[config.mk]
export PLATFORM = sky130hd
export DESIGN_NAME = key_cmd_fifo
export DESIGN_NICKNAME = d
export VERILOG_FILES = /design/src/rtl/key_cmd_fifo_pkg.sv /design/src/rtl/key_cmd_fifo_debounce.sv /design/src/rtl/key_cmd_fifo.sv
export SDC_FILE = /design/constraint.sdc
export NUM_CORES = 1
export LEC_CHECK = 0
export BUFFER_PORTS_ARGS = -buffer_cell sky130_fd_sc_hd__buf_2
export CORE_MARGIN = 2
export CORE_UTILIZATION = 40
export CTS_BUF_LIST = sky130_fd_sc_hd__clkbuf_4 sky130_fd_sc_hd__clkbuf_8 sky130_fd_sc_hd__clkbuf_16
export CTS_CLUSTER_DIAMETER = 80
export DETAILED_ROUTE_END_ITERATION = 10
export PLACE_DENSITY = 0.62
export SYNTH_ARGS = -nofsm -noshare
export SYNTH_HDL_FRONTEND = slang
export SYNTH_HIERARCHICAL = 1
export SYNTH_SLANG_ARGS = --single-unit
[constraint.sdc]
create_clock -name clk -period 3.3 [get_ports clk]
set_input_delay 0.825 -clock clk [delete_from_list [all_inputs] [get_ports clk]]
set_output_delay 0.825 -clock clk [all_outputs]
set_load 0.02 [all_outputs]
[src/rtl/key_cmd_fifo_pkg.sv]
`default_nettype none
// ============================================================================
//  Module      : key_cmd_fifo_pkg
//  Description : Shared constants for the keypad command front end: keycodes,
//                scan length, column patterns and per-key index order.
//  Revision    : 1.0  initial release
// ============================================================================
package key_cmd_fifo_pkg;

    // Command codes handed to the movement logic
    localparam logic [3:0] KEY_NONE  = 4'd0;
    localparam logic [3:0] KEY_UP    = 4'd2;
    localparam logic [3:0] KEY_LEFT  = 4'd4;
    localparam logic [3:0] KEY_RIGHT = 4'd6;
    localparam logic [3:0] KEY_DOWN  = 4'd8;

    // Last select value of a scan frame (frame = SCAN_LAST+1 cycles)
    localparam logic [2:0] SCAN_LAST = 3'd5;

    // Active-low column patterns, one column pulled low
    localparam logic [2:0] COL_L = 3'b011;
    localparam logic [2:0] COL_M = 3'b101;
    localparam logic [2:0] COL_R = 3'b110;

    localparam int NUM_KEYS = 4;

    // Key indices, ordered by push priority (lowest index wins)
    typedef enum logic [1:0] {
        IDX_UP    = 2'd0,
        IDX_DOWN  = 2'd1,
        IDX_LEFT  = 2'd2,
        IDX_RIGHT = 2'd3
    } key_idx_t;

endpackage
`default_nettype wire

[src/rtl/key_cmd_fifo_debounce.sv]
`default_nettype none
// ============================================================================
//  Module      : key_debounce
//  Description : Per-key frame debouncer. Counts consecutive disagreeing
//                evaluations, flips the debounced state after DEB_FRAMES of
//                them and pulses press on every 0->1 transition.
//                With KEY_REPEAT_EN defined, a held key also pulses press
//                every REPEAT_FRAMES evaluations.
//  Revision    : 1.0  initial release
// ============================================================================
module key_debounce
    import key_cmd_fifo_pkg::*;
#(
    parameter int DEB_FRAMES    = 4
`ifdef KEY_REPEAT_EN
    ,
    parameter int REPEAT_FRAMES = 16
`endif
) (
    input  logic clk,
    input  logic reset,
    input  logic eval,
    input  logic raw,
    output logic press
);

    localparam logic [3:0] DEB_LAST = 4'(DEB_FRAMES - 1);

    logic [3:0] cnt;
    logic       state;
    logic       flip;
    logic       rise;

    // The debounced state changes on the evaluation where the count would hit DEB_FRAMES
    assign flip = eval && (raw != state) && (cnt == DEB_LAST);
    assign rise = flip && !state;

    // Disagreement counter and debounced state, updated once per frame
    always_ff @(posedge clk or posedge reset) begin
        if (reset) begin
            cnt   <= 4'd0;
            state <= 1'b0;
        end else if (eval) begin
            if (raw == state) begin
                cnt <= 4'd0;
            end else if (cnt == DEB_LAST) begin
                state <= raw;
                cnt   <= 4'd0;
            end else begin
                cnt <= cnt + 4'd1;
            end
        end
    end

`ifdef KEY_REPEAT_EN
    localparam int             RW       = $clog2(REPEAT_FRAMES + 1);
    localparam logic [RW-1:0]  REP_LAST = RW'(REPEAT_FRAMES - 1);

    logic [RW-1:0] rep_cnt;
    logic          rep_fire;

    // Repeat fires only while the key stays held through this evaluation
    assign rep_fire = eval && state && !flip && (rep_cnt == REP_LAST);

    // Repeat counter: idle while released, restarts on press, release and each fire
    always_ff @(posedge clk or posedge reset) begin
        if (reset) begin
            rep_cnt <= '0;
        end else if (eval) begin
            if (!state || flip || (rep_cnt == REP_LAST)) begin
                rep_cnt <= '0;
            end else begin
                rep_cnt <= rep_cnt + 1'b1;
            end
        end
    end

    assign press = rise | rep_fire;
`else
    assign press = rise;
`endif

endmodule
`default_nettype wire

[src/rtl/key_cmd_fifo.sv]
`default_nettype none
// ============================================================================
//  Module      : key_cmd_fifo
//  Description : Keypad scanner, four-key debounce and command queue with a
//                valid/ready consumer handshake. Each debounced press becomes
//                one 4-bit command; a push into a full queue is dropped and
//                latches the sticky overflow flag.
//                Optional build macro KEY_REPEAT_EN enables auto-repeat.
//  Revision    : 1.0  initial release
// ============================================================================
module key_cmd_fifo
    import key_cmd_fifo_pkg::*;
#(
    parameter int DEB_FRAMES    = 4,
    parameter int FIFO_DEPTH    = 4,
    parameter int REPEAT_FRAMES = 16
) (
    input  logic       clk,
    input  logic       reset,
    input  logic [2:0] column,
    output logic [2:0] sel,
    output logic       cmd_valid,
    input  logic       cmd_ready,
    output logic [3:0] keycode,
    output logic       overflow
);

    localparam int AW = $clog2(FIFO_DEPTH);

    logic [NUM_KEYS-1:0] raw;
    logic [NUM_KEYS-1:0] press;
    logic [NUM_KEYS-1:0] pending;
    logic [NUM_KEYS-1:0] grant;
    logic [3:0]          push_code;
    logic                eval;

    logic [3:0]          mem [FIFO_DEPTH];
    logic [AW:0]         wr_ptr;
    logic [AW:0]         rd_ptr;
    logic                empty;
    logic                full;
    logic                pop;
    logic                push_req;
    logic                push_ok;

    // Row select walks 0..SCAN_LAST, one row per scan tick
    always_ff @(posedge clk or posedge reset) begin
        if (reset) begin
            sel <= 3'd0;
        end else if (sel == SCAN_LAST) begin
            sel <= 3'd0;
        end else begin
            sel <= sel + 3'd1;
        end
    end

    // Capture each key's raw level while its row is selected
    always_ff @(posedge clk or posedge reset) begin
        if (reset) begin
            raw <= '0;
        end else begin
            case (sel)
                3'd0: raw[IDX_UP] <= (column == COL_M);
                3'd1: begin
                    raw[IDX_LEFT]  <= (column == COL_L);
                    raw[IDX_RIGHT] <= (column == COL_R);
                end
                3'd2: raw[IDX_DOWN] <= (column == COL_M);
                default: ;
            endcase
        end
    end

    assign eval = (sel == SCAN_LAST);

    generate
        for (genvar i = 0; i < NUM_KEYS; i++) begin : g_key
            key_debounce #(
                .DEB_FRAMES    (DEB_FRAMES)
`ifdef KEY_REPEAT_EN
                ,
                .REPEAT_FRAMES (REPEAT_FRAMES)
`endif
            ) u_deb (
                .clk   (clk),
                .reset (reset),
                .eval  (eval),
                .raw   (raw[i]),
                .press (press[i])
            );
        end
    endgenerate

    // Pick the highest-priority pending key: up > down > left > right
    always_comb begin
        grant     = '0;
        push_code = KEY_NONE;
        if (pending[IDX_UP]) begin
            grant[IDX_UP] = 1'b1;
            push_code     = KEY_UP;
        end else if (pending[IDX_DOWN]) begin
            grant[IDX_DOWN] = 1'b1;
            push_code       = KEY_DOWN;
        end else if (pending[IDX_LEFT]) begin
            grant[IDX_LEFT] = 1'b1;
            push_code       = KEY_LEFT;
        end else if (pending[IDX_RIGHT]) begin
            grant[IDX_RIGHT] = 1'b1;
            push_code        = KEY_RIGHT;
        end
    end

    // Pending bits: set by press pulses, the granted one clears even if the push is dropped
    always_ff @(posedge clk or posedge reset) begin
        if (reset) begin
            pending <= '0;
        end else begin
            pending <= (pending & ~grant) | press;
        end
    end

    // Extra pointer bit distinguishes full from empty
    assign empty    = (wr_ptr == rd_ptr);
    assign full     = (wr_ptr[AW] != rd_ptr[AW]) && (wr_ptr[AW-1:0] == rd_ptr[AW-1:0]);
    assign pop      = !empty && cmd_ready;
    assign push_req = |pending;
    assign push_ok  = push_req && (!full || pop);

    // Queue pointers and sticky overflow; a pop at full makes room for a same-cycle push
    always_ff @(posedge clk or posedge reset) begin
        if (reset) begin
            wr_ptr   <= '0;
            rd_ptr   <= '0;
            overflow <= 1'b0;
        end else begin
            if (push_ok) begin
                wr_ptr <= wr_ptr + 1'b1;
            end
            if (pop) begin
                rd_ptr <= rd_ptr + 1'b1;
            end
            if (push_req && !push_ok) begin
                overflow <= 1'b1;
            end
        end
    end

    // Command storage; contents are don't-care until written
    always_ff @(posedge clk) begin
        if (push_ok) begin
            mem[wr_ptr[AW-1:0]] <= push_code;
        end
    end

    assign cmd_valid = !empty;
    assign keycode   = empty ? KEY_NONE : mem[rd_ptr[AW-1:0]];

endmodule
`default_nettype wire

=== After elaboration in Yosys (flattened, before gate mapping) ===
Memories as Yosys holds them, arrays and structs flattened.
Index checks and enable logic that the tools add are counted.

* Bits in registers: 38
* Latch bits: 0
* RAM bits: 16
* Bits in read-only memories: 0
* Bits of input ports: 6
* Output and inout port bits: 9
* Logic and storage cells: 105
* Memories kept: 1

{| class="wikitable"
|+ Memory list
! name !! depth !! bits a word !! read ports !! clocked after Yosys merged registers in !! write ports !! RTL line !! source
|-
| mem || 4 || 4 || 1 || 0 || 1 || key_cmd_fifo.sv:37 || <nowiki>logic [3:0] mem [FIFO_DEPTH];</nowiki>
|}

* Add/subtract/negate cells: 7
* Multipliers: 0
* Div/mod/pow operators: 0
* Magnitude comparators: 0
* Eq/ne operators: 21
* Shift operators: 0
* Muxes and demuxes: 23
* Bitwise operators: 7
* Reductions and logical operators: 30

{| class="wikitable"
|+ Operators with widths
! operator !! count
|-
| two-way mux 4 bit || 11
|-
| adder 4 x 1 -> 4 bit, second input constant || 4
|-
| equality test 4 x 2 -> 1 bit, second input constant || 4
|-
| logical AND 1 bit || 16
|-
| two-way mux 3 bit || 4
|-
| AND reduction 3 bit || 4
|-
| adder 3 x 1 -> 3 bit, second input constant || 3
|-
| equality test 3 bit, second input constant || 3
|-
| logical NOT 1 bit || 7
|-
| two-way mux 1 bit || 7
|-
| equality test 3 x 2 -> 1 bit, second input constant || 2
|-
| inequality test 1 bit || 5
|-
| bitwise AND 4 bit || 1
|-
| equality test 1 bit || 4
|-
| inverter 1 bit || 4
|-
| inverter 4 bit || 1
|-
| bitwise OR 4 bit || 1
|-
| OR reduction 4 bit || 1
|-
| equality test 3 x 1 -> 1 bit, second input constant || 1
|-
| equality test 3 bit || 1
|-
| logical NOT 3 bit || 1
|-
| equality test 2 bit || 1
|-
| two-way mux 2 bit || 1
|-
| logical OR 1 bit || 1
|}

=== Depth between registers and ports, before layout ===
* Word-level depth: 7
* Mapped depth: 5
* Mapped depth without buffers: 5

=== Cells and area by module ===
The synthesis kept the hierarchy.

{| class="wikitable"
|+ Modules (own cells, without submodules)
! module !! times used !! cells each !! area an instance (um2) !! sequential area each (um2)
|-
| key_cmd_fifo || 1 || 105 || 1433.9 || 810.8
|-
| key_debounce || 4 || 26 || 290.3 || 125.1
|}

=== Worst setup path before layout ===
No wires, ideal clock.

* Kind: flip-flop to flip-flop
* From: register sel[0]
* To: register g_key[0].u_deb.state
* Setup time: 0.128 ns
* Arrival time: 3.003 ns
* Required time: 3.172 ns
* Slack: 0.169 ns
* Stages on the path, launching flop included: 6
* Buffers on the path: 0
* Period minus slack after synthesis: 3.131 ns
* Path through: dfrtp_1 > inv_1 > nor3_1 > nand3b_2 > nor2_2 > mux2_1

* Word-level cells in the longest chain between the ends: 2

{| class="wikitable"
|+ Ends and longest elaborated chain
! item !! RTL line !! source
|-
| from (decl) || key_cmd_fifo.sv:21 || <nowiki>output logic [2:0] sel,</nowiki>
|-
| from (signal assigned) || key_cmd_fifo.sv:53 || <nowiki>sel <= sel + 3'd1;</nowiki>
|-
| equality test 3 bit || key_cmd_fifo.sv:74 || <nowiki>assign eval = (sel == SCAN_LAST);</nowiki>
|-
| net eval || key_cmd_fifo.sv:35 || <nowiki>logic eval;</nowiki>
|-
| AND reduction 3 bit (no line) || -- ||
|-
| to (signal assigned) || key_cmd_fifo_debounce.sv:47 || <nowiki>state <= raw;</nowiki>
|-
| to (decl) || key_cmd_fifo_debounce.sv:30 || <nowiki>logic state;</nowiki>
|}

The timed path passes the listed nets, and every way through them passes these cells.
A chain may end at the register's enable or synchronous reset.

=== Worst setup path after layout ===
* From: register rd_ptr[0]
* To: output keycode[2]

* Word-level cells in the longest chain between the ends: 2
* Elaborated cells between the ends (all ways): 3
* Classes of those cells: eq/ne: 1; mux: 1; memory: 1

{| class="wikitable"
|+ Ends and longest elaborated chain
! item !! RTL line !! source
|-
| from (decl) || key_cmd_fifo.sv:39 || <nowiki>logic [AW:0] rd_ptr;</nowiki>
|-
| from (signal assigned) || key_cmd_fifo.sv:140 || <nowiki>rd_ptr <= rd_ptr + 1'b1;</nowiki>
|-
| memory (4 x 4 bit) / equality test 3 bit (equally long branches) || -- ||
|-
| two-way mux 4 bit * || key_cmd_fifo.sv:156 || <nowiki>assign keycode = empty ? KEY_NONE : mem[rd_ptr[AW-1:0]];</nowiki>
|-
| to (decl) || key_cmd_fifo.sv:24 || <nowiki>output logic [3:0] keycode,</nowiki>
|}

Mark *: on every way between the ends. The rest lies on a longest branch, timed or not.

==> reports/qor.yml <==
hold_viol_final: 0
crit_type: "reg2out"
core_sq_um: 6310
postLayoutCoreUtil_pct: 45.0
skew_ps: 9.76
areaGrowthSynthToFinish_pct: 9.60
numCtsBuffers: 5
worst_pin_slew_ps: 703
cp-start-kind: "register"
wl_per_cell_um: 13.2
clock_path_buffers: 2
nFillCells: 595
fp.dieW_um: 84.5
postCtsHoldBufs: 0
avgSynthCellArea_sq_um: 12.4
netlist_top_cells_count: "38 x dfrtp_1, 20 x inv_1, 12 x edfxtp_1"
max_freq_mhz: 383
ys_warn_count: 6
ctsResizeCount: 0
antenna_found_initial: 0
critPathRequiredTime_ps: 2470
synth_area_sq_um: 2590
leakagePower_nw: 1.27
met3_length_um: 111
min_period_ps: 2610
final_cells: 306
clock-root-buffer: "clkbuf_8"
synthDistinctLibCells: 45
ys_seq_area_share_pct: 50.5
grt_pass1_vias: 1545
cp_max_fo: 6
total_power_mw: 1.33
clk_pin_slew_ps: 100
regArea_sq_um: 1310
dp_hpwl_um: 2960
post-synth-top-count-cell: "dfrtp_1"
peakVddDrop_mv: 0.333
ioPinCount: 15
synth_area_leaders: "dfrtp_1 37%, edfxtp_1 14%, ha_1 4.3%, mux4_1 3.0%, inv_1 2.9%"
die_h_um: 84.5
cts_sinks: 50
hold_slack_ps: 456
p_per_area_nw_per_um2: 467
grt_pass1_wl_um: 7310
routed_wl_um: 4050
grt_use_total_pct: 12.6
place_inst: 298
drc: 0
synth-seq-cells: 50
arrival_ps: 1790
first_pass_iters: 4
top_layer_used: "met4"
insertion_delay_ps: 300
drt_iter0_drc: 98
gp_congestion: 0.727
post-route-period-util_pct: 79.1
die_area_sq_um: 7150
multiInputGateArea_sq_um: 1190
synth_edf_count: 12
cts_tree: "yes"
initial_utilization_pct: 41.1
endpoint_kind: "primary output"
synthesis.nets: 224
grt_max_degree: 29
drive_gt1_share_pct: 23.6
relSlewSlack_pct: 53.1
ys_async_sr_fraction_pct: 76.0
cts_max_level: 2
rsz0062_at_grt: "false"
syn_inst: 209
hp-class: "in2async"
vias: 1588
ant_nets: 0
met2_length_um: 1900
nets: 243
core.rowCount: 29
maxCapViolations: 0
r2r_slack_ps: 1530
slew_violations: 0
status: "complete, no violations"
grt.overflow.total: 0
place.port_buffers: 13
synth_top_area_cell: "dfrtp_1"
viasPerCell: 5.19
yosysTopAreaCellShare_pct: 36.6
setup_violations: 0
timing.setup.tns_ps: 0
wl_met1_um: 2010
ys.flop_type: "dfrtp_1"
num_antenna_cells: 0
postCtsSetupBuffers: 0
[layout by cell type (no fill, tap or decap), types with 5 or more instances in the layout]
cell type,n
dfrtp_1,38
inv_1,20
buf_2,13
edfxtp_1,12
nand2_1,9
nor3_1,9
o22ai_1,9
ha_1,9
o21ai_0,8
nor2b_1,8
a21o_1,7
nor3_2,5
nand3_1,5
clkbuf_8,5
[per-stage QoR]
step / instance area (sq um) / setup WS [ps]
3_3_place_gp: 2750 / 1050
3_5_place_dp: 2750 / 1010
5_1_grt: 2840 / 584
6_report: 2840 / 690
2_1_floorplan: 2590 / 169
4_1_cts: 2840 / 650
[cells by family (layout without fill, tap and decap cells)]
logic type,Yosys count,count (layout),share of synthesized area [%]
compound gates,31,31,8.58
fa+ha+maj,9,9,4.34
xor+xnor,11,11,5.88
flops,50,50,50.5
simple gates,67,67,17.0
other cells,1,1,0.145
buf+inv,22,42,3.62
mux,18,18,9.93
[metal layers]
metal	track usage, %	vias to the layer above
met5	0	-
met4	3.90	0
met3	2.95	4
met2	19.8	24
met1	17.4	774
li1	-	786
[final timing paths]
check / start / depth (start not counted) / end
max in group asynchronous: reset / 2 / pending[3]
worst min-delay path: reset / 2 / g_key[0].u_deb/cnt[3]
worst max-delay path: rd_ptr[0] / 3 / keycode[2]
min in group clk: overflow / 1 / overflow
worst min register to register: overflow / 1 / overflow
worst max register to register: sel[0] / 6 / g_key[2].u_deb/state
[state kept, by name, summed over array words and instances, names as in the netlist]
signal / flops
g_key.u_deb/cnt: 16
g_key.u_deb/state: 4
mem: 12
overflow: 1
pending: 4
raw: 4
rd_ptr: 3
sel: 3
wr_ptr: 3
[cell type report]
class	count	share of cell area, %
well taps	77	3.39
clock inverters	3	0.880
inverters	20	2.64
multi-input cells	137	42.0
repair buffers	14	2.55
flip-flops and latches	50	46.1
clock buffers	5	2.42
[worst max-delay path, cell delays in order, from the launching register on]
cell     delay, ps
dfrtp_1        580
mux4_1         590
nor2b_1        140
buf_2          170
[power breakdown]
group          total, mW  internal (mW)  switching [mW]
clock              0.364          0.153           0.210
sequential         0.703          0.654          0.0489
combinational      0.261          0.122           0.139
total               1.33          0.930           0.398
Note: power is estimated with default switching activity, not from simulation.
